`config.mk`:
```
export PLATFORM = sky130hd
export DESIGN_NAME = weight2_update
export DESIGN_NICKNAME = d
export VERILOG_FILES = /design/src/rtl/weight2_update_pkg.sv /design/src/rtl/weight2_update_sat_add2.sv /design/src/rtl/weight2_update.sv
export SDC_FILE = /design/constraint.sdc
export NUM_CORES = 1
export LEC_CHECK = 0
export BUFFER_PORTS_ARGS = -buffer_cell sky130_fd_sc_hd__buf_2
export CORE_UTILIZATION = 55
export DETAILED_ROUTE_END_ITERATION = 8
export GPL_ROUTABILITY_DRIVEN = 0
export GPL_TIMING_DRIVEN = 0
export PLACE_DENSITY = 0.8
export SLEW_MARGIN = 30
export SYNTH_ARGS = -nofsm -noshare
export SYNTH_HDL_FRONTEND = slang
export SYNTH_SLANG_ARGS = --single-unit
```
`constraint.sdc`:
```
create_clock -name clk -period 4.2 [get_ports clk]
set_input_delay 0.63 -clock clk [delete_from_list [all_inputs] [get_ports clk]]
set_output_delay 0.63 -clock clk [all_outputs]
set_load 0.01 [all_outputs]
```
`src/rtl/weight2_update_pkg.sv`:
```
// Shared definitions for the layer-2 weight/bias read-modify-write stage:
// default geometry, FSM state encoding, RAM map base and the saturating clamp.
package weight2_update_pkg;

    localparam int W2_NWBITS     = 16;
    localparam int W2_NHIDDEN    = 256;
    localparam int W2_NOUT       = 10;
    localparam int W2_COUNT_BIT2 = 8;
    localparam int W2_OBITS      = 4;
    localparam int W2_ABITS      = 12;

    // Biases live directly after the NOUT*NHIDDEN weight block.
    localparam int W2_BIAS_BASE  = W2_NOUT * W2_NHIDDEN;

    typedef enum logic [1:0] {
        ST_IDLE,
        ST_RUN,
        ST_BIAS,
        ST_DRAIN
    } w2_state_t;

    // Clamp a sign-extended (nwbits+1)-bit sum into the signed nwbits range.
    function automatic logic signed [31:0] sat_sum(input logic signed [31:0] sum,
                                                   input int nwbits);
        logic signed [31:0] hi;
        logic signed [31:0] lo;
        hi = (32'sd1 <<< (nwbits - 1)) - 32'sd1;
        lo = -(32'sd1 <<< (nwbits - 1));
        if (sum > hi) begin
            return hi;
        end
        if (sum < lo) begin
            return lo;
        end
        return sum;
    endfunction

endpackage

```
`src/rtl/weight2_update_sat_add2.sv`:
```
// Combinational NWBITS-wide saturating adder, shared with the layer-1 updater.
module sat_add2
    import weight2_update_pkg::*;
#(
    parameter int NWBITS = W2_NWBITS
) (
    input  logic signed [NWBITS-1:0] a,
    input  logic signed [NWBITS-1:0] b,
    output logic signed [NWBITS-1:0] sum
);

    logic signed [NWBITS:0] wide;

    always_comb begin
        wide = (NWBITS+1)'(a) + (NWBITS+1)'(b);
        sum  = NWBITS'(sat_sum(32'(wide), NWBITS));
    end

endmodule

```
`src/rtl/weight2_update.sv`:
```
// Layer-2 weight/bias updater: streams NHIDDEN weight deltas plus one bias delta
// for a single output neuron through a saturating read-modify-write on the RAM.
module weight2_update
    import weight2_update_pkg::*;
#(
    parameter int NWBITS     = W2_NWBITS,
    parameter int NHIDDEN    = W2_NHIDDEN,
    parameter int NOUT       = W2_NOUT,
    parameter int COUNT_BIT2 = W2_COUNT_BIT2,
    parameter int OBITS      = W2_OBITS,
    parameter int ABITS      = W2_ABITS
) (
    input  logic                     clk,
    input  logic                     reset_b,
    input  logic                     start,
    input  logic [OBITS-1:0]         neuron_idx,
    input  logic signed [NWBITS-1:0] delta_weight,
    input  logic signed [NWBITS-1:0] delta_bias,
    output logic                     rd_en,
    output logic [ABITS-1:0]         rd_addr,
    input  logic signed [NWBITS-1:0] rd_data,
    output logic                     wr_en,
    output logic [ABITS-1:0]         wr_addr,
    output logic signed [NWBITS-1:0] wr_data,
    output logic                     busy,
    output logic                     done
);

    localparam logic [COUNT_BIT2-1:0] CNT_LAST  = COUNT_BIT2'(NHIDDEN - 1);
    localparam logic [COUNT_BIT2-1:0] CNT_ONE   = COUNT_BIT2'(1);
    localparam logic [ABITS-1:0]      BIAS_BASE = ABITS'(NOUT * NHIDDEN);

    w2_state_t               state;
    logic [COUNT_BIT2-1:0]   cnt;
    logic [OBITS-1:0]        base;
    logic                    drain_last;
    logic                    accept;

    logic                    vld_p1;
    logic [ABITS-1:0]        addr_p1;
    logic signed [NWBITS-1:0] delta_p1;
    logic signed [NWBITS-1:0] bias_q;
    logic signed [NWBITS-1:0] sum_p1;

    function automatic logic [ABITS-1:0] weight_addr(input logic [OBITS-1:0]      n,
                                                     input logic [COUNT_BIT2-1:0] j);
        return ABITS'(n) * ABITS'(NHIDDEN) + ABITS'(j);
    endfunction

    // A new update may also launch on the edge that ends the done cycle.
    always_comb begin
        accept = start && ((state == ST_IDLE) || (state == ST_DRAIN && drain_last));
    end

    // p0: read issue -- the FSM drives rd_en/rd_addr one cycle per delta.
    always_ff @(posedge clk or negedge reset_b) begin
        if (!reset_b) begin
            state      <= ST_IDLE;
            cnt        <= '0;
            base       <= '0;
            drain_last <= 1'b0;
            rd_en      <= 1'b0;
            rd_addr    <= '0;
            busy       <= 1'b0;
            done       <= 1'b0;
        end else begin
            done <= 1'b0;
            if (accept) begin
                state      <= ST_RUN;
                base       <= neuron_idx;
                cnt        <= '0;
                drain_last <= 1'b0;
                rd_en      <= 1'b1;
                rd_addr    <= weight_addr(neuron_idx, '0);
                busy       <= 1'b1;
            end else begin
                case (state)
                    ST_IDLE: begin
                    end
                    ST_RUN: begin
                        if (cnt == CNT_LAST) begin
                            state   <= ST_BIAS;
                            rd_addr <= BIAS_BASE + ABITS'(base);
                        end else begin
                            cnt     <= cnt + CNT_ONE;
                            rd_addr <= weight_addr(base, cnt + CNT_ONE);
                        end
                    end
                    ST_BIAS: begin
                        state      <= ST_DRAIN;
                        rd_en      <= 1'b0;
                        drain_last <= 1'b0;
                    end
                    ST_DRAIN: begin
                        if (!drain_last) begin
                            drain_last <= 1'b1;
                            done       <= 1'b1;
                        end else begin
                            state      <= ST_IDLE;
                            drain_last <= 1'b0;
                            busy       <= 1'b0;
                        end
                    end
                    default: begin
                        state <= ST_IDLE;
                    end
                endcase
            end
        end
    end

    // p1: align address and delta with the one-cycle RAM read latency.
    always_ff @(posedge clk) begin
        addr_p1  <= rd_addr;
        delta_p1 <= (state == ST_BIAS) ? bias_q : delta_weight;
        if (state == ST_RUN && cnt == '0) begin
            bias_q <= delta_bias;
        end
    end

    sat_add2 #(
        .NWBITS (NWBITS)
    ) u_sat_add2 (
        .a   (rd_data),
        .b   (delta_p1),
        .sum (sum_p1)
    );

    // p2: registered write-back; a reset drops anything still in flight.
    always_ff @(posedge clk or negedge reset_b) begin
        if (!reset_b) begin
            vld_p1  <= 1'b0;
            wr_en   <= 1'b0;
            wr_addr <= '0;
            wr_data <= '0;
        end else begin
            vld_p1 <= rd_en;
            wr_en  <= vld_p1;
            if (vld_p1) begin
                wr_addr <= addr_p1;
                wr_data <= sum_p1;
            end
        end
    end

endmodule

```
After elaboration in Yosys (flattened, before gate mapping)
Index checks and enable logic that the tools add are counted.
{"block": "classes", "eq_ne": 7, "muxes": 28, "order_cmp": 2, "reduce_logical": 15, "add_sub_neg": 4}
{"operator": "2-to-1 mux 16 bit", "n": 5}
{"operator": "2-to-1 mux 12 bit", "n": 3}
{"operator": "2-to-1 mux 8 bit", "n": 3}
{"operator": "adder 16 x 16 -> 17 bit", "n": 1}
{"operator": "greater-than comparator 17 x 16 -> 1 bit, second input constant", "n": 1}
{"operator": "less-than comparator 17 x 16 -> 1 bit, second input constant", "n": 1}
{"operator": "adder 12 x 4 -> 12 bit, first input constant", "n": 1}
{"operator": "adder 12 x 8 -> 12 bit", "n": 1}
{"operator": "2-to-1 mux 1 bit", "n": 12}
{"operator": "adder 8 x 1 -> 8 bit, second input constant", "n": 1}
{"operator": "equality test 8 bit, second input constant", "n": 1}
{"operator": "zero test 8 bit", "n": 1}
{"operator": "nonzero test 2 bit", "n": 4}
{"operator": "2-to-1 mux 2 bit", "n": 3}
{"operator": "inequality test 3 bit, second input constant", "n": 2}
{"operator": "one-hot mux 2 bit (3 select lines)", "n": 1}
{"operator": "equality test 2 bit, second input constant", "n": 2}
{"operator": "AND reduction 2 bit", "n": 2}
{"operator": "nonzero test 4 bit", "n": 1}
{"operator": "logical AND 1 bit", "n": 3}
{"operator": "AND reduction 3 bit", "n": 1}
{"operator": "nonzero test 3 bit", "n": 1}
{"operator": "equality test 2 x 1 -> 1 bit, second input constant", "n": 1}
{"operator": "zero test 2 bit", "n": 1}
{"operator": "other kinds (3)", "n": 3}
{"block": "word_totals", "input_bits": 55, "reg_bits": 104, "out_inout_bits": 44}

Depth between registers and ports, before layout
{"block": "logic_depth", "depth_word": 6, "ltp_mapped": 11, "mapped_depth_nobuf": 10}

Hierarchy
A second synthesis with hierarchy kept.
{"block": "hier_totals", "hier_cells": 425, "hier_area_um2": 5051.1}
{"module": "weight2_update", "instances": 1, "cells_each": 278, "seq_area_each_um2": 2542.4, "area_each_um2": 3872.5}
{"module": "sat_add2", "instances": 1, "cells_each": 147, "seq_area_each_um2": 0.0, "area_each_um2": 1178.6}

Least setup slack after synthesis
Ideal clock, no wire load.
{"block": "synth_path", "path_type": "register to register", "startpoint": "register cnt[2]", "endpoint": "register bias_q[0], enable pin", "stages_incl_launch_ff": 3, "setup_slack_ps": 1079, "n_path_buf": 0, "arrival_time_ps": 2685, "cell_sequence": "dfrtp_1 -> or4_1 -> nor4b_1"}
{"block": "synth_via", "elab_chain_cells": 2}
{"element": "start: declaration", "line": "weight2_update.sv:34", "rtl": "logic [COUNT_BIT2-1:0] cnt;"}
{"element": "start signal: assignment", "line": "weight2_update.sv:85", "rtl": "cnt <= cnt + CNT_ONE;"}
{"element": "zero test 8 bit", "line": "weight2_update.sv:116", "rtl": "if (state == ST_RUN && cnt == '0) begin"}
{"element": "logical AND 1 bit", "line": "weight2_update.sv:116"}
{"element": "end signal: assignment", "line": "weight2_update.sv:117", "rtl": "bias_q <= delta_bias;"}
{"element": "end: declaration", "line": "weight2_update.sv:42", "rtl": "logic signed [NWBITS-1:0] bias_q;"}
No other way between the ends.
A chain may end at the register's enable or synchronous reset.

Worst setup path in the final report
{"block": "layout_path", "startpoint": "input rd_data[0]", "endpoint": "register wr_data[14]"}
{"block": "layout_via", "elab_chain_cells": 6, "elab_cells_between_ends": 9, "cone_classes": "add/sub: 1; order compare: 2; mux: 6"}
{"element": "start: declaration", "line": "weight2_update.sv:21", "rtl": "input logic signed [NWBITS-1:0] rd_data,"}
{"element": "adder 16 x 16 -> 17 bit *", "line": "weight2_update_sat_add2.sv:15", "rtl": "wide = (NWBITS+1)'(a) + (NWBITS+1)'(b);"}
{"element": "less-than comparator 17 x 16 -> 1 bit", "line": "weight2_update_pkg.sv:32", "rtl": "if (sum < lo) begin"}
{"element": "2-to-1 mux 1 bit (2 in series)", "line": "weight2_update_pkg.sv:32"}
{"element": "2-to-1 mux 16 bit", "line": "weight2_update_pkg.sv:35", "rtl": "return sum;"}
{"element": "2-to-1 mux 16 bit *", "line": "weight2_update_pkg.sv:32"}
{"element": "end signal: assignment", "line": "weight2_update.sv:141", "rtl": "wr_data <= sum_p1;"}
{"element": "end: declaration", "line": "weight2_update.sv:24", "rtl": "output logic signed [NWBITS-1:0] wr_data,"}
Every way passes the cells marked *; elsewhere a longest branch is shown, timed or not. The select of a mux whose other input is x is not followed.

==> summary.md <==
| Metric | Value |
|---|---|
| Status | completed |
| Achievable frequency | 0.346 GHz |
| Die area | 0.00898 mm^2 |
| Crit Path Class | in2reg |
| Required @ worst endpoint | 4.42 ns |
| Pint | 2.52 mW |
| VDD IR max | 0.375 mV |
| CTS Sinks | 104 |
| Register area share after synthesis | 53.7% |
| Nets | 609 |
| Largest net degree at the start of global routing | 61 |
| Post-CTS setup buffers | 0 |
| Syn Inst Count | 419 |
| Psw | 1.69 mW |
| Net Sw Frac | 40.2% |
| EDFF count, synth | 16 |
| Die width | 94.8 um |
| Flop pwr share | about two fifths |
| Slew @ Worst Pin | 0.726 ns |
| IO buf count | between 90 and 100 |
| DRT Pass-1 Iters | 5 |
| Post-detail-place hpwl | 7430 um |
| Crit Path Max Fanout | 8 |
| Clock Power Share | 15.0% |
| Synth Warn # | 0 |
| Setup violations, final | 0 |
| CP peak stage delay | 0.60 ns |
| Main synth FF type | dfrtp_1 |
| Max-cap violations | 0 |
| Combinational share of power | 46.7% |
| Ys async rst share | 57.7% |
| Worst skew pair latency | ~0.37 ns |
| Register bit total from synthesis | 104 |
| Post-synth top area share | a little under a third |
| TritonCTS Buffers | 9 |
| First-pass GRT wire length | 16300 um |
| Sequential cell area | between 0.002 and 0.003 mm^2 |
| Worst path bufs/invs | 2 |
| Area of the multi-input gates | between 0.0015 and 0.002 mm^2 |
| Vias in the first global route | 3493 |
| Area leader, netlist | dfrtp_1 |
| CP arrival | about 3.1 ns |
| Syn_nets | roughly 500 |
| Synth Cell Area | 0.00473 mm^2 |
| Layout cells sized above 1 | 30.8% |
| Pins Over Slew Limit | 0 |
| Gr ovfl total | 0 |
| Pre-CTS setup slack | 0.945 ns |
| CP delay by family, top | compound AO/OA/AOI/OAI gates |
| Crit-path slowest cell | a2111oi_0 |
| DRT antenna net count | 0 |
| Htree depth | 3 |
| Antenna violations before repair | 1 |
| GRT Total Usage | 23.8% |
| Fin crit period | a little under 3 ns |
| Number of vias per cell | 5.41 |
| Post-synth top cells | 60 x dfrtp_1, 36 x a21oi_1, 35 x nand2_1 |
| Hold buffers post-CTS | 0 |
| CTS tree | yes |
| Number of DRC markers in iteration 0 | 171 |
| Count leader, synth | dfrtp_1 |
| IO Count | a little under 100 |
| Unrepaired setup endpoints after global routing | false |
| CP Launch Type | primary input |
| Max-slew headroom | 51.6% |
| Worst-path cell chain | buf_2 -> ha_1 -> inv_1 -> fa_1 -> nand2b_1 -> a21oi_1 -> a211oi_2 -> o31ai_1 -> a31o_2 -> a2111oi_0 -> o22ai_1 |
| Clock Skew | 0.0152 ns |
| Yosys cell types | 54 |
| DR WL/cell | ~15 um |
| Vias after detailed routing | 3469 |
| Critical Path Sink Type | flip-flop |
| Core Box Area | 0.00826 mm^2 |
| Tcrit/Tclk final | 68.9% |
| Syn-to-layout area delta | 17.9% |
| Filler instances | about 660 |
| Top cells by area, synth | dfrtp_1 32%, dfxtp_1 12%, edfxtp_1 10% |
| Leakage | 2.60 nW |
| Worst hold path class | in2async |
| Height of the die | 94.8 um |
| Setup TNS | 0 ns |
| Bufs on Longest Clock Path | 2 |
| DRC errors left | 0 |
| Rows | 33 |
| CTS Root Cell | clkbuf_8 |
| CTS resizes | 0 |
| Power per Cell Area | approximately 750 mW/mm^2 |
| Mean post-synth cell area | between 10 and 15 um^2 |
| Fin worst setup slack | 1.31 ns |
| Starting density of the core | 57.3% |
| Routed WL | between 9000 and 10000 um |
| Final Hold Viols | 0 |
| Clock-pin slew on the worst setup and hold paths | about 0.12 ns |
-- power groups by stage --
stage / combinational, mW / clock (mW) / sequential, mW
after floorplan: 1.33 / 0 / 1.67
after global placement: 1.87 / 0 / 1.62
after detailed placement: 1.96 / 0 / 1.64
after CTS: 1.97 / 0.643 / 1.61
after global routing: 2.18 / 0.693 / 1.66
final: 1.97 / 0.632 / 1.61
-- stage by stage --
stage,util (%),hold slack [ns],power [mW],instances,cell area [um^2]
2_1_floorplan,-,0.334,3.01,419,4730
3_3_place_gp,64.9,0.380,3.49,622,5360
3_5_place_dp,65.1,0.381,3.59,624,5380
4_1_cts,67.6,0.326,4.23,640,5580
5_1_grt,67.6,0.354,4.52,640,5580
6_report,67.6,0.303,4.21,641,5580
-- cells by family (layout without fill, tap and decap cells) --
logic type	Yosys count	after routing	synth area share, %
other cells	0	1	0
fa+ha+maj	24	24	6.50
mux	30	30	7.08
xor+xnor	24	24	4.84
compound gates	104	104	14.9
simple gates	90	90	8.62
flops	104	104	53.7
buf+inv	43	159	4.33
-- worst register-to-register path, stage by stage, from the launching register on --
cell and delay, ns:
dfxtp_1 0.33, ha_1 0.21, inv_1 0.08, fa_1 0.20, nand2b_1 0.16, a21oi_1 0.10, a211oi_2 0.36, o31ai_1 0.19
a31o_2 0.34, a2111oi_0 0.60, o22ai_1 0.13
-- placed cells by master, fill, tap and decap left out, drive strengths merged, types with 7 or more instances in the layout --
| cell type | n |
|---|---|
| xor2 | 10 |
| a211oi | 7 |
| dfrtp | 60 |
| dfxtp | 28 |
| mux2 | 28 |
| buf | 104 |
| inv | 32 |
| xnor2 | 14 |
| nor2 | 28 |
| ha | 23 |
| o22ai | 16 |
| edfxtp | 16 |
| nand2 | 35 |
| clkbuf | 21 |
| a21oi | 37 |
| o21ai | 14 |
-- sequential cells by signal, indices dropped and copies added (netlist names) --
signal	flops
bias_q	16
delta_p1	16
wr_data	16
addr_p1	12
rd_addr	12
wr_addr	12
cnt	8
base	4
state	2
busy	1
done	1
drain_last	1
rd_en	1
vld_p1	1
wr_en	1
-- cell type report --
| type | count | share of cell area [%] |
|---|---|---|
| antenna | 1 | 0.0448 |
| clock buffer | 9 | 2.22 |
| inverter | 27 | 1.82 |
| buffer | 16 | 1.86 |
| multi-input combinational | 272 | 35.7 |
| clock inverter | 7 | 1.46 |
| sequential | 104 | 45.5 |
| tap | 105 | 2.35 |
| timing repair buffer | 100 | 9.01 |
-- path summary, 6_finish.rpt --
kind / cells past startpoint / slack [ns] / endpoint / from
setup / recovery: 11 / 1.31 / wr_data[14] / rd_data[0]
hold / removal: 1 / 0.30 / wr_addr[5] / reset_b
setup reg to reg: 10 / 1.35 / wr_data[14] / delta_p1[0]
hold reg to reg: 0 / 0.41 / addr_p1[7] / rd_addr[7]
max in group asynchronous: 1 / 3.41 / wr_data[13] / reset_b
min in group clk: 0 / 0.41 / addr_p1[7] / rd_addr[7]
-- per-layer routing --
layer	up-vias	part of all wire, %	routed length (um)	global-route usage, %
met5	-	0	0	0
met4	0	1.8	177	7.70
met3	16	5.8	571	5.64
met2	115	48	4730	38.5
met1	1635	44	4350	31.6
li1	1703	-	-	-
No activity file was read; power rests on OpenSTA's default activity.
